===== src/rtl/spi_pkg.sv =====
// spi_pkg: shared FSM state codes, SPI mode constants and sizing helpers
// for the spi_master initiator.
package spi_pkg;
    typedef logic [2:0] state_t;
    localparam state_t IDLE  = 3'd0;
    localparam state_t LEAD  = 3'd1;
    localparam state_t SHIFT = 3'd2;
    localparam state_t WAIT  = 3'd3;
    localparam state_t TRAIL = 3'd4;
    localparam state_t GAP   = 3'd5;
    localparam logic CPOL = 1'b0;
    localparam logic CPHA = 1'b1;
    function automatic int edge_w(input int width);
        return $clog2(2 * width);
    endfunction
endpackage


===== src/rtl/spi_master_clkgen.sv =====
// spi_master_clkgen: half-period divider producing the tick strobe and the
// SCK toggle register; clr restarts the half-period, en allows SCK to toggle.
module spi_master_clkgen #(
    parameter int CLK_DIV = 4
) (
    input  logic clk,
    input  logic rst_n,
    input  logic clr_i,
    input  logic en_i,
    output logic tick_o,
    output logic sck_o
);
    import spi_pkg::*;
    localparam int DW = $clog2(CLK_DIV);
    logic [DW-1:0] div_q, div_d;
    logic sck_q, sck_d;
    assign tick_o = div_q == DW'(CLK_DIV - 1);
    assign sck_o  = sck_q;
    always_comb begin
        div_d = (clr_i || tick_o) ? '0 : div_q + DW'(1);
        sck_d = clr_i ? CPOL : (en_i && tick_o) ? ~sck_q : sck_q;
    end
    always_ff @(posedge clk or negedge rst_n) begin
        if (!rst_n) begin
            div_q <= '0;
            sck_q <= CPOL;
        end else begin
            div_q <= div_d;
            sck_q <= sck_d;
        end
    end
endmodule


===== src/rtl/spi_master.sv =====
// spi_master: CPOL=0/CPHA=1 MSB-first SPI initiator with valid/ready tx,
// pulsed rx and multi-word bursts held under a single SS assertion.
module spi_master #(
    parameter int WIDTH   = 8,
    parameter int CLK_DIV = 4
) (
    input  logic             clk,
    input  logic             rst_n,
    input  logic             SS_I,
    output logic             SS_O,
    output logic             SS_T,
    input  logic             SCK_I,
    output logic             SCK_O,
    output logic             SCK_T,
    input  logic             IO0_I,
    output logic             IO0_O,
    output logic             IO0_T,
    input  logic             IO1_I,
    output logic             IO1_O,
    output logic             IO1_T,
    input  logic [WIDTH-1:0] tx_data,
    input  logic             tx_last,
    input  logic             tx_valid,
    output logic             tx_ready,
    output logic [WIDTH-1:0] rx_data,
    output logic             rx_valid,
    output logic             busy
);
    import spi_pkg::*;
    localparam int EW = edge_w(WIDTH);
    state_t state_q, state_d;
    logic ss_q, ss_d, io0_q, io0_d, rx_valid_q, rx_valid_d;
    logic tx_ready_q, tx_ready_d, last_q, last_d;
    logic [WIDTH-1:0] tx_sr_q, tx_sr_d, rx_data_q, rx_data_d;
    logic [WIDTH-2:0] rx_sr_q, rx_sr_d;
    logic [EW-1:0] edge_q, edge_d;
    logic tick, accept, in_shift, drive, sample, done;
    logic unused_in;
    assign unused_in = ^{SS_I, SCK_I, IO0_I};
    assign {SS_T, SCK_T, IO0_T, IO1_O, IO1_T} = 5'b00001;
    assign SS_O     = ss_q;
    assign IO0_O    = io0_q;
    assign tx_ready = tx_ready_q;
    assign rx_data  = rx_data_q;
    assign rx_valid = rx_valid_q;
    assign busy     = state_q != IDLE;
    assign accept   = tx_valid && tx_ready_q;
    assign in_shift = state_q == SHIFT;
    // Even edges are leading (drive MOSI), odd edges trailing (sample MISO).
    assign drive    = in_shift && tick && (edge_q[0] == ~CPHA);
    assign sample   = in_shift && tick && (edge_q[0] == CPHA);
    assign done     = sample && edge_q == EW'(2 * WIDTH - 1);
    spi_master_clkgen #(.CLK_DIV(CLK_DIV)) u_clkgen (
        .clk    (clk),
        .rst_n  (rst_n),
        .clr_i  (state_d != state_q),
        .en_i   (in_shift),
        .tick_o (tick),
        .sck_o  (SCK_O)
    );
    always_comb begin
        case (state_q)
            IDLE:    state_d = accept ? LEAD : IDLE;
            LEAD:    state_d = tick ? SHIFT : LEAD;
            SHIFT:   state_d = done ? (last_q ? TRAIL : WAIT) : SHIFT;
            WAIT:    state_d = accept ? SHIFT : WAIT;
            TRAIL:   state_d = tick ? GAP : TRAIL;
            GAP:     state_d = tick ? IDLE : GAP;
            default: state_d = IDLE;
        endcase
    end
    always_comb begin
        tx_ready_d = state_d == IDLE || state_d == WAIT;
        ss_d       = state_d == IDLE || state_d == GAP;
        edge_d     = (in_shift && state_d == SHIFT) ? edge_q + EW'(tick) : '0;
        tx_sr_d    = accept ? tx_data : drive ? {tx_sr_q[WIDTH-2:0], 1'b0} : tx_sr_q;
        io0_d      = drive ? tx_sr_q[WIDTH-1] : io0_q;
        rx_sr_d    = sample ? {rx_sr_q[WIDTH-3:0], IO1_I} : rx_sr_q;
        rx_data_d  = done ? {rx_sr_q, IO1_I} : rx_data_q;
        rx_valid_d = done;
        last_d     = accept ? tx_last : last_q;
    end
    always_ff @(posedge clk or negedge rst_n) begin
        if (!rst_n) begin
            state_q    <= IDLE;
            ss_q       <= 1'b1;
            io0_q      <= 1'b0;
            rx_valid_q <= 1'b0;
            tx_ready_q <= 1'b0;
            last_q     <= 1'b0;
            tx_sr_q    <= '0;
            rx_sr_q    <= '0;
            rx_data_q  <= '0;
            edge_q     <= '0;
        end else begin
            state_q    <= state_d;
            ss_q       <= ss_d;
            io0_q      <= io0_d;
            rx_valid_q <= rx_valid_d;
            tx_ready_q <= tx_ready_d;
            last_q     <= last_d;
            tx_sr_q    <= tx_sr_d;
            rx_sr_q    <= rx_sr_d;
            rx_data_q  <= rx_data_d;
            edge_q     <= edge_d;
        end
    end
endmodule


===== config.mk =====
export PLATFORM = sky130hd
export DESIGN_NAME = spi_master
export DESIGN_NICKNAME = d
export VERILOG_FILES = /design/src/rtl/spi_pkg.sv /design/src/rtl/spi_master_clkgen.sv /design/src/rtl/spi_master.sv
export SDC_FILE = /design/constraint.sdc
export NUM_CORES = 1
export LEC_CHECK = 0
export CAP_MARGIN = 20
export CORE_MARGIN = 3
export CORE_UTILIZATION = 50
export DETAILED_ROUTE_END_ITERATION = 16
export HOLD_SLACK_MARGIN = 0.1
export PLACE_DENSITY = 0.78
export SLEW_MARGIN = 20
export SYNTH_ARGS = -nofsm -noshare
export SYNTH_HDL_FRONTEND = slang
export SYNTH_SLANG_ARGS = --single-unit

===== constraint.sdc =====
create_clock -name clk -period 2 [get_ports clk]
set_clock_uncertainty 0.05 [all_clocks]
set_input_delay 0.4 -clock clk [delete_from_list [all_inputs] [get_ports clk]]
set_output_delay 0.4 -clock clk [all_outputs]
set_load 0.02 [all_outputs]

==> results of run 1 <==
-- cell usage in the layout, fill, tap and decap left out, drive strengths merged, types with 2 or more instances in the layout --
cell type / synthesis / layout
mux2: 10 / 10
mux2i: 7 / 7
buf: 11 / 9
nand2: 29 / 29
o21ai: 5 / 5
ha: 3 / 3
clkdlybuf4s50: 0 / 23
clkbuf: 2 / 6
nor2: 12 / 12
xor2: 3 / 3
nor4bb: 2 / 2
a21oi: 10 / 10
dfrtp: 37 / 37
and3: 2 / 2
bufinv: 0 / 2
conb: 2 / 5
nand3: 5 / 5
inv: 3 / 3
-- per-layer routing --
metal | vias to the layer above | track usage, % | wire length, um
met5 | - | 0 | 0
met4 | 0 | 6.99 | 53
met3 | 5 | 6.15 | 165
met2 | 30 | 27.2 | 1490
met1 | 612 | 21.0 | 1410
li1 | 605 | - | -
-- timing repair --
action | CTS | global route
endpoints found under the hold margin | 37 | 0
endpoints found under the setup margin | 1 | 1
resized for setup | 1 | 1
setup buffers | 0 | 0
hold buffers | 1 | 0
-- worst min-delay path by stage --
stage	end	slack, ns	startpoint	depth (start not counted)
floorplan	IO0_O	0.05	rst_n	0
global placement	u_clkgen.div_q[0]	0.38	u_clkgen.div_q[0]	1
detailed placement	u_clkgen.div_q[0]	0.39	u_clkgen.div_q[0]	1
CTS	u_clkgen.div_q[0]	0.41	u_clkgen.div_q[0]	1
global route	u_clkgen.div_q[0]	0.46	u_clkgen.div_q[0]	1
finish	u_clkgen.div_q[0]	0.42	u_clkgen.div_q[0]	1
-- state kept, by name, indices dropped and copies added (netlist names), 2 cells and up --
| signal | count |
|---|---|
| rx_sr_q | 7 |
| rx_data | 8 |
| tx_sr_q | 8 |
| u_clkgen.div_q | 2 |
| edge_q | 4 |
| state_q | 3 |
-- logic make-up after synthesis --
| group | after synthesis | share of synthesized area [%] |
|---|---|---|
| simple gates | 59 | 16.7 |
| flops | 38 | 54.4 |
| compound gates | 23 | 8.58 |
| mux | 17 | 10.4 |
| buf+inv | 17 | 5.22 |
| xor+xnor | 4 | 2.00 |
| fa+ha+maj | 3 | 2.15 |
| other cells | 2 | 0.429 |
-- synthesized netlist by cell type, drive strengths merged (3+ instances only) --
master	n	area, um2
a21oi	10	50.1
buf	11	67.6
ha	3	37.5
xor2	3	26.3
dfrtp	37	926
o21ai	5	28.8
nor2	12	45.0
inv	3	11.3
mux2i	7	70.1
nand3	5	25.0
mux2	10	113
nand2	29	111
-- report_power, final --
part	switching [mW]	total [mW]	leakage (nW)	internal, mW
Combinational	0.0293	0.0578	0.502	0.0286
Clock	0.243	0.667	0.0585	0.423
Sequential	0.00444	0.779	0.478	0.774
-- metrics by stage --
stage               cells  power (mW)  area (um2)  setup slack (ns)
finish                240        1.50        2190            0.0992
global route          240        1.56        2190            0.0478
CTS                   240        1.52        2190            0.0551
detailed placement    231       0.851        2070            0.0268
global placement      231       0.849        2070            0.0828
floorplan             166       0.816        1760             0.371
-- layout make-up --
| type | count | area (um2) |
|---|---|---|
| sequential | 38 | 952 |
| clock buffer | 6 | 51.3 |
| tap | 44 | 55.1 |
| fill | 264 | 1010 |
| inverter | 4 | 15.0 |
| multi-input combinational | 111 | 717 |
| timing repair buffer | 35 | 339 |
| clock inverter | 2 | 60.1 |
==> out/summary.json, run 1 <==
{
  "achievable-frequency_mhz": 526,
  "dr.pass1.iters": 4,
  "tritoncts_num_sinks": 38,
  "post_synth.cell_area_avg_um2": 10.7,
  "clk_path_buf_depth": 2,
  "initial_core_util_pct": 54.6,
  "floorplan.die.height_um": 65.1,
  "top_level_port_count": 35,
  "max_slew_margin_pct": 62.6,
  "die_width_um": 65.1,
  "crit_cells": 1,
  "critical_path.endpoint": "SS_O",
  "setup.worst_path.start": "SS_O",
  "finalCoreUtilization_pct": 68.4,
  "clock_tree.root_cell": "sky130_fd_sc_hd__clkbuf_4",
  "syn-cell-area_mm2": 0.00175,
  "drv_slew": 0,
  "outcome": "complete, no violations",
  "yosysWarnings": 0,
  "worstRegToRegCells": 7,
  "critical_path.startpoint_type": "register",
  "synth_sequential_area_ratio_pct": 54.4,
  "number_of_global_route_vias_before_repair": 1255,
  "ctsHtreeMaxLevel": 2,
  "timing.critical_path.max_delay_family": "buffers and inverters",
  "fp.dieArea_mm2": 0.00424,
  "cp_data_required_time_ns": 1.55,
  "grt.overflow.total": 0,
  "portBuffers": 26,
  "timing.final.hold_violations": 0,
  "max_stage_delay_ns": 0.59,
  "min_path_type": "register to register",
  "areaGrowthSynthToFinish_pct": 25.2,
  "critical_path.reg2reg.endpoint": "rx_data[3]",
  "drt.antenna.violating_nets": 0,
  "power.ir.vdd_worst_mv": 0.507,
  "grt_use_total_pct": 17.0,
  "layout_min_cycle_time_ns": 1.90,
  "postSynth.topFlopCell": "sky130_fd_sc_hd__dfrtp_1",
  "finalHoldWorstSlack_ns": 0.415,
  "maxCapViolations": 0,
  "critical_path_arrival_ns": 1.45,
  "distinct_cells_synth": 40,
  "worst-r2r-setup-slack_ns": 0.24,
  "post_drt_wl_per_cell_um": 13.0,
  "routed-via-count": 1252,
  "layout.nets": 214,
  "drt_first_iter_violations": 54,
  "critPathMaxFanout": 1,
  "clkSlewWorstSetupHoldPaths_ns": 0.11,
  "cp-end-kind": "output pin",
  "tritoncts_clock_tree": "done",
  "setup_viol": 0,
  "finalWirelength_um": 3130,
  "tritoncts.num_buffers": 5,
  "number_of_antenna_violations_at_the_first_check_in_global_routing": 0,
  "power.static_leakage_nw": 1.04,
  "route.detailed.vias_per_inst": 5.22,
  "antenna_cells_inserted": 0,
  "wire_length_of_the_first_global_routing_pass_um": 5520,
  "place.detailed.hpwl_um": 2270,
  "yosys_register_bits": 38,
  "power.density_mw_per_mm2": 686,
  "criticalPathCategory": "register to output pin",
  "tightestPinTransition_ns": 0.561,
  "core_area_mm2": 0.00320,
  "post_route_cells_drive_above_1_share_pct": 16.8,
  "critical_path.cell_chain": "clkdlybuf4s50_1",
  "cpMaxStageDelayCell": "sky130_fd_sc_hd__clkdlybuf4s50_1",
  "grt_start_max_net_pins": 39,
  "asyncSetResetFlopFracSynth_pct": 100,
  "synth_cells": 163,
  "crit_buf_inv": 1,
  "critical_path.reg2reg.startpoint": "u_clkgen.div_q[0]",
  "gpl.final_weighted_congestion": 0.834,
  "worst_skew_pair.late_latency_ns": 0.34,
  "fin_tns_setup_ns": 0,
  "final_min_period_over_clock_period_pct": 95.0,
  "fp-row-count": 20,
  "rsz_0062_raised_after_global_routing": "no",
  "synth_enable_flop_cells": 0,
  "drcViolationCount": 0
}
(Power assumes the default switching activity.)
==> inputs of run 2 (changes only) <==
- CORE_UTILIZATION: 50 -> 53
- CTS_BUF_LIST: unset -> sky130_fd_sc_hd__clkbuf_2 sky130_fd_sc_hd__clkbuf_4 sky130_fd_sc_hd__clkbuf_8
- PLACE_DENSITY: 0.78 -> 0.82
- SKIP_LAST_GASP: unset -> 1
==> run 2 against run 1 <==
  * Via count is 3.6% higher
  * Critical path type unchanged
  * Largest cell class unchanged
  * Register-to-register slack worse by 0.04 ns
  * First-iteration DRC count is 81% higher
  * Routed wire length is 13% higher
  * Die area is 5.1% lower
  * Critical path depth stayed put
  * Utilization is 2.7 points higher
  * Fmax is 1.1% lower
  * Global-route usage is 2.4 points higher
  * Sequential power hardly changed
  * Final area is 0.69% higher
  * Setup slack worse by 0.021 ns
==> out/summary.json, run 2 (same netlist as run 1, synthesis figures left out) <==
{
  "drt_first_iter_violations": 98,
  "top_level_port_count": 35,
  "power.ir.vdd_worst_mv": 0.576,
  "number_of_global_route_vias_before_repair": 1459,
  "number_of_antenna_violations_at_the_first_check_in_global_routing": 0,
  "tritoncts_clock_tree": "done",
  "maxCapViolations": 0,
  "outcome": "complete, no violations",
  "areaGrowthSynthToFinish_pct": 26.0,
  "cp-end-kind": "output pin",
  "layout.nets": 214,
  "ctsHtreeMaxLevel": 2,
  "post_cts.repair.setup_buffers": 0,
  "worstRegToRegCells": 7,
  "hold-path-endpoint": "u_clkgen.div_q[0]",
  "drt.antenna.violating_nets": 0,
  "max_stage_delay_ns": 0.59,
  "drcViolationCount": 0,
  "cp_data_required_time_ns": 1.55,
  "wire_length_of_the_first_global_routing_pass_um": 6220,
  "drv_slew": 0,
  "timing.critical_path.max_delay_family": "buffers and inverters",
  "critical_path.reg2reg.endpoint": "rx_data[0]",
  "critical_path.startpoint_type": "register",
  "finalCoreUtilization_pct": 71.0,
  "tritoncts_num_sinks": 38,
  "clock_tree.root_cell": "sky130_fd_sc_hd__clkbuf_4",
  "tritoncts.num_buffers": 5,
  "rsz_0062_raised_after_global_routing": "no",
  "fp.dieArea_mm2": 0.00403,
  "dr.pass1.iters": 4,
  "timing.final.hold_violations": 0,
  "die_width_um": 63.5,
  "place.detailed.hpwl_um": 2540,
  "hold_path_depth": 1,
  "clk_path_buf_depth": 2,
  "critical_path.cell_chain": "clkdlybuf4s50_1",
  "worst-r2r-setup-slack_ns": 0.20,
  "route.detailed.vias_per_inst": 5.40,
  "min_path_type": "register to register",
  "grt.overflow.total": 0,
  "worst_skew_pair.late_latency_ns": 0.35,
  "gpl.final_weighted_congestion": 0.882,
  "crit_buf_inv": 1,
  "initial_core_util_pct": 56.4,
  "grt_use_total_pct": 19.4,
  "routed-via-count": 1297,
  "power.static_leakage_nw": 1.04,
  "antenna_cells_inserted": 0,
  "cpMaxStageDelayCell": "sky130_fd_sc_hd__clkdlybuf4s50_1",
  "setup.worst_path.start": "SS_O",
  "finalWirelength_um": 3540,
  "layout_min_cycle_time_ns": 1.92,
  "post_drt_wl_per_cell_um": 14.7,
  "final_cell_mix": "sky130_fd_sc_hd__dfrtp_1, sky130_fd_sc_hd__nand2_1, sky130_fd_sc_hd__clkdlybuf4s50_1, sky130_fd_sc_hd__nor2_1",
  "power.density_mw_per_mm2": 676,
  "grt_start_max_net_pins": 21,
  "criticalPathCategory": "register to output pin",
  "fp-row-count": 20,
  "setup_viol": 0,
  "final_min_period_over_clock_period_pct": 96.1,
  "achievable-frequency_mhz": 520,
  "critical_path_arrival_ns": 1.47,
  "critPathMaxFanout": 1,
  "post_route_cells_drive_above_1_share_pct": 16.8,
  "fin_tns_setup_ns": 0,
  "core_area_mm2": 0.00310,
  "clkSlewWorstSetupHoldPaths_ns": 0.12,
  "most_common_cell_after_layout_fill_and_taps_aside": "sky130_fd_sc_hd__dfrtp_1",
  "report.power.total_mw": 1.49,
  "critical_path.reg2reg.startpoint": "u_clkgen.div_q[0]",
  "floorplan.die.height_um": 63.5,
  "portBuffers": 26,
  "min-delay-start": "u_clkgen.div_q[0]"
}
[run 2: area by class of cell]
type	instances	area, um2
flip-flops and latches	38	952
multi-input cells	111	724
fillers	244	898
repair buffers	35	352
inverters	4	15.0
well taps	44	55.1
clock buffers	5	37.5
clock inverters	3	68.8
[run 2: per-layer routing]
layer  vias to the layer above  GRT usage, %  wire length, um
met5                         -             0                0
met4                         0          9.97               80
met1                       638          21.0             1410
met3                         9          4.81              200
li1                        604             -                -
met2                        46          34.8             1840
[run 2: stage by stage]
step | setup slack [ns] | instance area (um2) | hold WS (ns) | instances
3_5_place_dp | 0.0304 | 2080 | 0.331 | 231
4_1_cts | 0.0466 | 2190 | 0.411 | 240
5_1_grt | 0.0339 | 2200 | 0.422 | 240
6_report | 0.0779 | 2200 | 0.407 | 240
2_1_floorplan | 0.371 | 1760 | 0.0544 | 166
3_3_place_gp | 0.0556 | 2080 | 0.320 | 231
[run 2: how the worst max path moves through the flow]
stage / endpoint / slack (ns) / cells past startpoint
2_1_floorplan: tx_ready / 0.37 / 5
3_3_place_gp: tx_ready / 0.06 / 5
3_5_place_dp: tx_ready / 0.03 / 5
4_1_cts: tx_ready / 0.05 / 1
5_1_grt: SS_O / 0.03 / 1
6_report: SS_O / 0.08 / 1
[run 2: what timing repair did]
| action | in CTS | in global routing |
|---|---|---|
| hold buffers | 1 | 0 |
| endpoints found under the hold margin | 17 | 0 |
| endpoints found under the setup margin | 1 | 2 |
| gates resized for setup | 1 | 2 |
[run 2: power by group]
part	switching, mW	total, mW	internal (mW)
registers	0.00497	0.779	0.774
logic	0.0302	0.0613	0.0311
clock network	0.259	0.650	0.391
==> inputs of run 3 (changes only) <==
- CORE_MARGIN: 3 -> 2
==> run 3 against run 2 <==
  * Fmax shrank 0.45%
  * Routed wire length shrank 9.4%
  * Non-clock buffer count grew 1
  * Register-to-register slack is essentially flat
  * Via count shrank 2.2%
  * Final area shrank 1.8%
  * Critical path depth grew 1
  * Sequential cell count is the same
  * Critical path type unchanged
  * Critical endpoint is now busy
  * Largest power group unchanged
==> out/summary.json, run 3 (same netlist as run 1, synthesis figures left out) <==
{
  "clkSlewWorstSetupHoldPaths_ns": 0.12,
  "layout_min_cycle_time_ns": 1.93,
  "floorplan.die.height_um": 61.5,
  "max_slew_margin_pct": 61.1,
  "top_level_port_count": 35,
  "fin_tns_setup_ns": 0,
  "maxCapViolations": 0,
  "n_fill_cell": 241,
  "clk_path_buf_depth": 2,
  "drt.antenna.violating_nets": 0,
  "route.detailed.vias_per_inst": 5.27,
  "power.density_mw_per_mm2": 631,
  "finalWirelength_um": 3210,
  "critical_path.cell_chain": "or3_1, dlygate4sd2_1",
  "drt_first_iter_violations": 33,
  "timing.final.hold_violations": 0,
  "fp.dieArea_mm2": 0.00378,
  "post_route_cells_drive_above_1_share_pct": 17.3,
  "setup_viol": 0,
  "power.static_leakage_nw": 1.00,
  "worst_skew_pair.late_latency_ns": 0.34,
  "critPathMaxFanout": 6,
  "post_drt_wl_per_cell_um": 13.3,
  "tightestPinTransition_ns": 0.584,
  "criticalPathCategory": "register to output pin",
  "cp_data_required_time_ns": 1.55,
  "wire_length_of_the_first_global_routing_pass_um": 5360,
  "most_common_cell_after_layout_fill_and_taps_aside": "sky130_fd_sc_hd__dfrtp_1",
  "layout.nets": 215,
  "portBuffers": 26,
  "timing.critical_path.max_delay_family": "flip-flops",
  "dr.pass1.iters": 4,
  "power.ir.vdd_worst_mv": 0.461,
  "number_of_global_route_vias_before_repair": 1237,
  "gpl.final_weighted_congestion": 0.876,
  "drcViolationCount": 0,
  "tritoncts_num_sinks": 38,
  "cpMaxStageDelayCell": "sky130_fd_sc_hd__dfrtp_1",
  "final_min_period_over_clock_period_pct": 96.5,
  "max_stage_delay_ns": 0.45,
  "areaGrowthSynthToFinish_pct": 23.8,
  "critical_path.startpoint_type": "register",
  "tritoncts_clock_tree": "done",
  "rsz_0062_raised_after_global_routing": "no",
  "grt_start_max_net_pins": 39,
  "final_instance_area_mm2": 0.00217,
  "clock_tree.root_cell": "sky130_fd_sc_hd__clkbuf_4",
  "ctsHtreeMaxLevel": 2,
  "drv_slew": 0,
  "place.detailed.hpwl_um": 2330,
  "min_path_type": "register to register",
  "routed-via-count": 1269,
  "number_of_antenna_violations_at_the_first_check_in_global_routing": 0,
  "grt.overflow.total": 0,
  "grt_use_total_pct": 19.4,
  "cp-end-kind": "output pin",
  "die_width_um": 61.5,
  "crit_buf_inv": 1,
  "core_area_mm2": 0.00310,
  "placement.cell_area_mm2": 0.00207,
  "antenna_cells_inserted": 0,
  "post_cts.repair.setup_buffers": 0,
  "outcome": "complete, no violations",
  "tritoncts.num_buffers": 5,
  "critical_path_arrival_ns": 1.48,
  "final_cell_mix": "sky130_fd_sc_hd__dfrtp_1, sky130_fd_sc_hd__nand2_1, sky130_fd_sc_hd__clkdlybuf4s50_1, sky130_fd_sc_hd__nor2_1",
  "fp-row-count": 20,
  "initial_core_util_pct": 56.4,
  "achievable-frequency_mhz": 518
}
## run 3: cell count changes in the layout (fill, tap and decap cells not counted), sizes merged
cell / before / now
clkinv: 2 / 1
dlymetal6s2s: 1 / 0
bufinv: 2 / 1
buf: 9 / 10
clkinvlp: 0 / 2
clkdlybuf4s50: 23 / 24
## run 3: worst register-to-register path: cells and delay by family, from the launching register on
kind	cells	cell delay, ns
muxes	1	0.36
DFF	1	0.45
buffers and inverters	1	0.19
AOI/OAI and AO/OA	1	0.21
and+or+nand+nor	2	0.44
## run 3: final cells by class
cell class / instances / area (um2) / area share, %
tap: 44 / 55.1 / 2.54
sequential: 38 / 952 / 44.0
inverter: 4 / 15.0 / 0.693
multi-input combinational: 111 / 717 / 33.1
clock inverter: 3 / 45.0 / 2.08
clock buffer: 5 / 37.5 / 1.73
timing repair buffer: 36 / 344 / 15.9
## run 3: power by group
part	total [mW]	leakage [nW]	internal, mW	switching, mW
sequential	0.779	0.478	0.774	0.00435
clock	0.530	0.0374	0.262	0.268
combinational	0.0574	0.487	0.0285	0.0289
total	1.37	1.00	1.07	0.301
## run 3: repair_timing
action,CTS,global route
endpoints found under the setup margin,1,0
resized for setup,1,0
endpoints found under the hold margin,37,0
hold buffers,1,0
## run 3: metrics by stage
| stage | hold WS, ns | std cells | worst slack (ns) | power, mW | util (%) |
|---|---|---|---|---|---|
| 3_5_place_dp | 0.408 | 232 | -0.00268 | 0.851 | 66.9 |
| 5_1_grt | 0.432 | 241 | 0.0149 | 1.42 | 69.8 |
| 4_1_cts | 0.424 | 241 | 0.0711 | 1.37 | 69.8 |
| 2_1_floorplan | 0.0544 | 166 | 0.371 | 0.816 | - |
| 3_3_place_gp | 0.380 | 232 | 0.0610 | 0.849 | 66.9 |
| 6_report | 0.424 | 241 | 0.0692 | 1.37 | 69.8 |
## run 3: layer usage
layer | global-route usage [%] | part of all wire (%) | vias to the layer above
li1 | - | - | 610
met2 | 32.7 | 49 | 38
met4 | 7.29 | 1.7 | 0
met5 | 0 | 0 | -
met1 | 23.9 | 45 | 613
met3 | 5.46 | 4.9 | 8
## run 3: final timing paths
| check | from | end | slack, ns | cells after the start |
|---|---|---|---|---|
| min | u_clkgen.div_q[0] | u_clkgen.div_q[0] | 0.42 | 1 |
| min reg2reg | u_clkgen.div_q[0] | u_clkgen.div_q[0] | 0.42 | 1 |
| min in group asynchronous | rst_n | rx_data[6] | 0.58 | 3 |
| max in group asynchronous | rst_n | SS_O | 0.98 | 3 |
| max reg2reg | state_q[0] | tx_ready | 0.20 | 5 |
| max | state_q[0] | busy | 0.07 | 2 |
